File: src/rtl/wallace_mult_seq.sv
//=============================================================================
// Module      : wallace_mult_seq
// Description : Sequential unsigned multiplier.  Reduces RADIX partial-product
//               rows per cycle into a carry-save sum/carry pair, then resolves
//               the pair with one carry-propagate add.
//               Optional macro: WALLACE_MULT_SEQ_EARLY_TERM_EN (early exit once
//               the remaining multiplier bits are all zero).
// Revision    : 1.0 - initial release
//=============================================================================
`default_nettype none

module wallace_mult_seq #(
   parameter int WIDTH = 32,
   parameter int RADIX = 4
) (
   input  logic                 clk,
   input  logic                 rst,
   input  logic                 in_valid,
   output logic                 in_ready,
   input  logic [WIDTH-1:0]     a,
   input  logic [WIDTH-1:0]     b,
   output logic                 out_valid,
   input  logic                 out_ready,
   output logic [2*WIDTH-1:0]   product,
   output logic                 busy
);

   localparam int c_PW     = 2 * WIDTH;
   localparam int c_CYCLES = WIDTH / RADIX;
   localparam int c_CW     = $clog2(c_CYCLES + 1);

   localparam logic [1:0] c_IDLE   = 2'd0;
   localparam logic [1:0] c_REDUCE = 2'd1;
   localparam logic [1:0] c_FINAL  = 2'd2;
   localparam logic [1:0] c_DONE   = 2'd3;

`ifdef WALLACE_MULT_SEQ_EARLY_TERM_EN
   localparam logic c_EARLY = 1'b1;
`else
   localparam logic c_EARLY = 1'b0;
`endif

   logic [1:0]        r_state;
   logic [c_PW-1:0]   r_mcand;
   logic [WIDTH-1:0]  r_mplier;
   logic [c_PW-1:0]   r_sum;
   logic [c_PW-1:0]   r_carry;
   logic [c_CW-1:0]   r_cnt;
   logic [c_PW-1:0]   r_product;

   logic [c_PW-1:0]   w_sum   [0:RADIX];
   logic [c_PW-1:0]   w_carry [0:RADIX];
   logic [WIDTH-1:0]  w_mplier_nxt;
   logic              w_last;

   assign w_sum[0]   = r_sum;
   assign w_carry[0] = r_carry;

   // Chain of 3:2 compressors, one per partial-product row handled this cycle
   for (genvar k = 0; k < RADIX; k++) begin : g_csa
      logic [c_PW-1:0] w_pp;
      assign w_pp         = r_mplier[k] ? (r_mcand << k) : '0;
      assign w_sum[k+1]   = w_sum[k] ^ w_carry[k] ^ w_pp;
      assign w_carry[k+1] = ((w_sum[k] & w_carry[k]) |
                             (w_sum[k] & w_pp)       |
                             (w_carry[k] & w_pp)) << 1;
   end

   assign w_mplier_nxt = r_mplier >> RADIX;
   assign w_last       = (r_cnt == c_CW'(c_CYCLES - 1)) ||
                         (c_EARLY && (w_mplier_nxt == '0));

   always_ff @(posedge clk) begin
      if (rst) begin
         r_state   <= c_IDLE;
         r_mcand   <= '0;
         r_mplier  <= '0;
         r_sum     <= '0;
         r_carry   <= '0;
         r_cnt     <= '0;
         r_product <= '0;
      end else begin
         case (r_state)
            c_IDLE: begin
               if (in_valid) begin
                  r_mcand  <= {{WIDTH{1'b0}}, a};
                  r_mplier <= b;
                  r_sum    <= '0;
                  r_carry  <= '0;
                  r_cnt    <= '0;
                  r_state  <= (c_EARLY && (b == '0)) ? c_FINAL : c_REDUCE;
               end
            end
            c_REDUCE: begin
               r_sum    <= w_sum[RADIX];
               r_carry  <= w_carry[RADIX];
               r_mcand  <= r_mcand << RADIX;
               r_mplier <= w_mplier_nxt;
               r_cnt    <= r_cnt + c_CW'(1);
               if (w_last) begin
                  r_state <= c_FINAL;
               end
            end
            c_FINAL: begin
               r_product <= r_sum + r_carry;
               r_state   <= c_DONE;
            end
            c_DONE: begin
               if (out_ready) begin
                  r_state <= c_IDLE;
               end
            end
            default: r_state <= c_IDLE;
         endcase
      end
   end

   assign in_ready  = (r_state == c_IDLE);
   assign out_valid = (r_state == c_DONE);
   assign busy      = (r_state != c_IDLE);
   assign product   = r_product;

endmodule

`default_nettype wire

File: config.mk
export PLATFORM = sky130hd
export DESIGN_NAME = wallace_mult_seq
export DESIGN_NICKNAME = d
export VERILOG_FILES = /design/src/rtl/wallace_mult_seq.sv
export SDC_FILE = /design/constraint.sdc
export NUM_CORES = 1
export LEC_CHECK = 0
export CAP_MARGIN = 20
export CORE_ASPECT_RATIO = 1.5
export CORE_MARGIN = 3
export CORE_UTILIZATION = 59
export CTS_CLUSTER_DIAMETER = 30
export DETAILED_ROUTE_END_ITERATION = 12
export PLACE_DENSITY = 0.8
export SLEW_MARGIN = 20
export SYNTH_ARGS = -nofsm -noshare
export SYNTH_HDL_FRONTEND = slang
export SYNTH_SLANG_ARGS = --single-unit
File: constraint.sdc
create_clock -name clk -period 5.7 [get_ports clk]
set_input_delay 0.57 -clock clk [delete_from_list [all_inputs] [get_ports clk]]
set_output_delay 0.57 -clock clk [all_outputs]
set_load 0.03 [all_outputs]
==> metrics.md, run 1 <==
| Metric | Value |
|---|---|
| R2r worst-path depth | 10 |
| # rows | 83 |
| DRT iter0 DRCs | 1362 |
| DRC | 0 |
| Post-Syn Instances | 2375 |
| Final period utilization | 0.671 |
| Die X | 160 um |
| Hold Path Depth | 2 |
| Synthesized area | 0.0209 mm2 |
| Num Clock Sinks | 290 |
| DIE AREA | 0.0378 mm2 |
| EDFF count, synth | 0 |
| Crit. End Element | flip-flop |
| Syn-to-layout area delta | 16.0% |
| Fillers | 2556 |
| Fin. max-slew vios | 0 |
| Post-CTS Setup Inserts | 0 |
| Post-synth ARST share | 0 |
| Syn. warnings | 0 |
| ANT cells | 0 |
| Post-synthesis sequential area ratio | 0.278 |
| Clock Path Buffers | 3 |
| Synth top area share | 0.278 |
| Crit path required time | 6120 ps |
| RSZ-0062 raised after global routing | no |
| Delay-heaviest family, CP | adder cells |
| Total global routing overflow | 0 |
| CP arrival | 4240 ps |
| Fin Setup TNS | 0 ps |
| Synth area leaders | dfxtp_1, fa_1, a22oi_1, and2_1, nor2_1 |
| Leakage power total | 10.7 nW |
| NumNets Final | 2809 |
| R2R Path End | r_sum[8] |
| CP most frequent cell | fa_1 |
| Buffers added on ports | 134 |
| Max Cap Violations | 0 |
| Vias | 17600 |
| Antenna violations before repair | 0 |
| Global Route Usage Sum | 0.296 |
| Die height | 237 um |
| Multi-input logic area | 0.0136 mm2 |
| Syn_nets | 2754 |
| Cells along the critical path | buf_4 -> and2_1 -> fa_1 -> inv_1 -> fa_1 -> inv_1 -> fa_1 -> fa_1 -> a22oi_1 -> nor2_1 |
| Worst path bufs/invs | 3 |
| Worst ir drop on vdd | 0.367 mV |
| Non-filler cells, final | 2938 |
| Max incr delay on CP | 820 ps |
| Dpl hpwl | 39.0 mm |
| Post-synth top area cell | dfxtp_1 |
| Setup Viol. Count Final | 0 |
| I/O pin count | 135 |
| First-pass GRT wire length | 92.0 mm |
| Vias/cell | 5.98 |
| Detail Route Antenna Nets | 0 |
| Worst slew pin tran | 1000 ps |
| Netlist cell types | 68 |
| Commonest cells after routing, fill and taps aside | nor2_1, dfxtp_1, inv_1 |
| Levels on crit path | 10 |
| Gpl congestion | 0.963 |
| Clk_lat worst skew | 570 ps |
| Most common cell after layout, fill and taps aside | nor2_1 |
| Hold_buf cts | 0 |
| Clk_skew | 23.8 ps |
| Worst hold path class | reg -> reg |
| WS Path Type | reg -> reg |
| Post_cts resized | 0 |
| Largest net degree at the start of global routing | 136 |
| Root Driver | clkbuf_16 |
| Drt first pass iters | 6 |
| H-tree level count | 2 |
| Vias in the first global route | 18700 |
| Share of layout cells above drive strength 1 | 0.0530 |
| Register area | 0.00581 mm2 |
| Outcome | completed |
| Hold_sp | product[56] |
| CP startpoint kind | flip-flop |
| Core Region | 0.0346 mm2 |
| DRT Wirelength | 55.9 mm |
| Worst-path cell with the longest stage delay | dfxtp_2 |
| Initial Utilization | 0.604 |
| Total power | 0.00851 W |
| CP max FO | 39 |
| DP Cell Count | 2844 |
| DR WL/cell | 19.0 um |
| Final hold vios | 0 |
| CTS tree | built |
| Fmax | 262 MHz |
| Clk slew on worst S/H paths | 60 ps |
| R2R Path Start | r_mplier[0] |
| Worst slew margin | 0.329 |
| Mean Syn Cell Area | 8.80 um2 |
| Synth Register Bits | 290 |
| Fin crit period | 3820 ps |
| CTS buffer count | 50 |
| Pwr dens | 351 mW/mm2 |
| Hold Path End | product[56] |
| Reg2Reg Setup Slack | 1880 ps |
| Post-synth top flop | dfxtp_1 |
==> how the worst max path moves through the flow <==
stage / start / endpoint
2_1_floorplan: r_mplier[0] / r_sum[4]
3_3_place_gp: r_mplier[0] / r_sum[11]
3_5_place_dp: r_mplier[0] / r_sum[26]
4_1_cts: r_mplier[0] / r_sum[8]
5_1_grt: r_mplier[0] / r_sum[8]
6_report: r_mplier[0] / r_sum[8]
==> kinds of logic after synthesis <==
kind of cell	count (synthesis)	synth area share
simple gates	795	0.181
compound gates	476	0.155
buf+inv	421	0.0756
fa+ha+maj	311	0.273
flops	290	0.278
xor+xnor	47	0.0197
mux	35	0.0168
==> final cells by class <==
type,count,share of cell area
Sequential cell,290,0.240
Inverter,277,0.0429
Timing Repair Buffer,147,0.0609
Tap cell,467,0.0241
Multi-Input combinational cell,1664,0.559
Clock inverter,38,0.0192
Clock buffer,55,0.0541
==> synthesized netlist by cell type, drive strengths merged (7+ instances only) <==
cell	number
nor2	301
dfxtp	290
inv	277
fa	243
and2	184
a22oi	160
nand2	137
clkbuf	135
a21oi	85
nor3	80
ha	68
o22ai	56
o21ai	54
a21o	37
mux2i	34
nand3	24
xor2	24
xnor2	23
nand4	17
a211oi	15
nand2b	10
buf	9
nor2b	9
o21bai	9
nand3b	8
o211ai	8
or3	8
a31oi	7
o31ai	7
==> routing by layer <==
metal | GRT usage | up-vias | share of wire
met3 | 0.0425 | 213 | 0.064
met2 | 0.528 | 690 | 0.52
met4 | 0.153 | 0 | 0.050
met5 | 0 | - | 0
met1 | 0.343 | 8664 | 0.37
li1 | - | 8007 | -
==> report_power, final <==
part           switching, W  internal, W
sequential         0.000408      0.00229
combinational       0.00174     0.000920
clock               0.00117      0.00199
total               0.00332      0.00519
==> stage by stage <==
step / utilization / area [um2] / setup slack (ps) / hold slack, ps
global route: 0.701 / 24200 / 1720 / 480
finish: 0.701 / 24200 / 1880 / 456
global placement: 0.649 / 22400 / 2100 / 441
floorplan: - / 20900 / 2590 / 469
detailed placement: 0.649 / 22400 / 1930 / 446
CTS: 0.700 / 24200 / 1890 / 458
==> registers in the layout, indices dropped and copies added (netlist names) <==
register and count:
r_cnt 4, r_state 2, product 64, r_mcand 64, r_mplier 32, r_carry 60
r_sum 64
==> tightest hold or removal path: stages (launching register included) <==
cell and delay, ps:
dfxtp_1 330, nand2_1 50, o31ai_1 50
(Power assumes the default switching activity.)
==> run 2, diff against run 1 <==
Clock period 5.7 ns to 3.72 ns, I/O delays scaled along.
==> metrics.md, run 2 (synthesis results as in run 1) <==
| Metric | Value |
|---|---|
| Outcome | completed |
| RSZ-0062 raised after global routing | no |
| NumNets Final | 2825 |
| Initial Utilization | 0.604 |
| Clock Path Buffers | 3 |
| Worst hold path class | in -> reg |
| Buffers added on ports | 134 |
| H-tree level count | 2 |
| Post_cts resized | 0 |
| Syn-to-layout area delta | 17.9% |
| Worst slew margin | 0.374 |
| Hold Path Depth | 2 |
| CP startpoint kind | flip-flop |
| Worst ir drop on vdd | 0.576 mV |
| Share of layout cells above drive strength 1 | 0.0602 |
| Fillers | 2521 |
| Post-CTS Setup Inserts | 0 |
| Total global routing overflow | 0 |
| Setup Viol. Count Final | 0 |
| Pwr dens | 562 mW/mm2 |
| Clk_lat worst skew | 590 ps |
| Detail Route Antenna Nets | 0 |
| WS Path Type | reg -> reg |
| Clk_skew | 29.8 ps |
| DRT Wirelength | 57.2 mm |
| CP arrival | 3740 ps |
| Global Route Usage Sum | 0.304 |
| # rows | 83 |
| DR WL/cell | 19.3 um |
| Most common cell after layout, fill and taps aside | nor2_1 |
| Hold_buf cts | 0 |
| CP max FO | 6 |
| DP Cell Count | 2856 |
| Hold Path End | product[4] |
| Dpl hpwl | 40.1 mm |
| Die height | 237 um |
| DIE AREA | 0.0378 mm2 |
| R2R Path Start | r_sum[19] |
| CTS tree | built |
| ANT cells | 0 |
| Vias in the first global route | 18800 |
| Final period utilization | 0.876 |
| DRT iter0 DRCs | 1366 |
| Worst slew pin tran | 939 ps |
| First-pass GRT wire length | 94.0 mm |
| Drt first pass iters | 7 |
| Fmax | 307 MHz |
| Register area | 0.00581 mm2 |
| CTS buffer count | 55 |
| Vias/cell | 5.98 |
| Root Driver | clkbuf_16 |
| Antenna violations before repair | 0 |
| Die X | 160 um |
| Crit path required time | 4200 ps |
| DRC | 0 |
| Multi-input logic area | 0.0135 mm2 |
| Hold_sp | rst |
| Fin. max-slew vios | 0 |
| Crit. End Element | flip-flop |
| Gpl congestion | 0.998 |
| Fin crit period | 3260 ps |
| Core Region | 0.0346 mm2 |
| R2R Path End | product[59] |
| Clk slew on worst S/H paths | 60 ps |
| I/O pin count | 135 |
| Core Util, Final | 0.713 |
| Non-filler cells, final | 2959 |
| Max Cap Violations | 0 |
| Num Clock Sinks | 290 |
| Final hold vios | 0 |
| Vias | 17700 |
| R2r worst-path depth | 10 |
| Leakage power total | 10.9 nW |
| Reg2Reg Setup Slack | 460 ps |
| Commonest cells after routing, fill and taps aside | nor2_1, dfxtp_1, inv_1 |
| Largest net degree at the start of global routing | 168 |
| Fin Setup TNS | 0 ps |
run 2: power breakdown:
part	internal, W	switching [W]
clock	0.00365	0.00188
combinational	0.00149	0.00279
sequential	0.00350	0.000534
total	0.00864	0.00520
run 2: per-layer routing:
| layer | GRT usage | share of wire | vias to the layer above |
|---|---|---|---|
| li1 | - | - | 8042 |
| met1 | 0.347 | 0.37 | 8690 |
| met2 | 0.543 | 0.52 | 712 |
| met3 | 0.0397 | 0.055 | 237 |
| met4 | 0.174 | 0.061 | 0 |
| met5 | 0 | 0 | - |
run 2: how the worst max path moves through the flow:
stage,startpoint,to,slack [ps],depth (start not counted)
after floorplan,r_mplier[0],r_sum[4],610,12
after global placement,r_sum[7],product[59],610,10
after detailed placement,r_sum[19],product[59],530,10
after CTS,r_mplier[0],r_sum[26],520,10
after global routing,r_sum[8],product[59],230,10
final,r_sum[19],product[59],460,10
run 2: metrics by stage:
step	cell area, um2	hold slack, ps	worst slack, ps	power, W
finish	24600	260	460	0.0138
global placement	22600	448	609	0.00810
global route	24600	278	230	0.0145
floorplan	20900	469	614	0.00684
CTS	24600	244	518	0.0139
detailed placement	22600	445	533	0.00829
run 2: worst max-delay path, stage by stage, from the launching register on:
cell,delay (ps)
dfxtp_1,340
ha_1,420
nand2_1,180
nor3_1,370
a311oi_1,80
o21ai_0,260
nand4_1,310
a2111oi_2,630
o21ai_1,150
a21o_1,180
a32o_1,240
run 2: layout make-up:
type	instances	area share
clock inverters	40	0.0241
clock buffers	63	0.0596
flip-flops and latches	290	0.236
multi-input cells	1664	0.550
well taps	467	0.0237
repair buffers	158	0.0649
inverters	277	0.0422
==> run 3, diff against run 2 <==
Settings changed: SKIP_LAST_GASP set to 1.
==> results of run 3 <==
No change in the layout: final DEF, timing and power equal those of run 2.
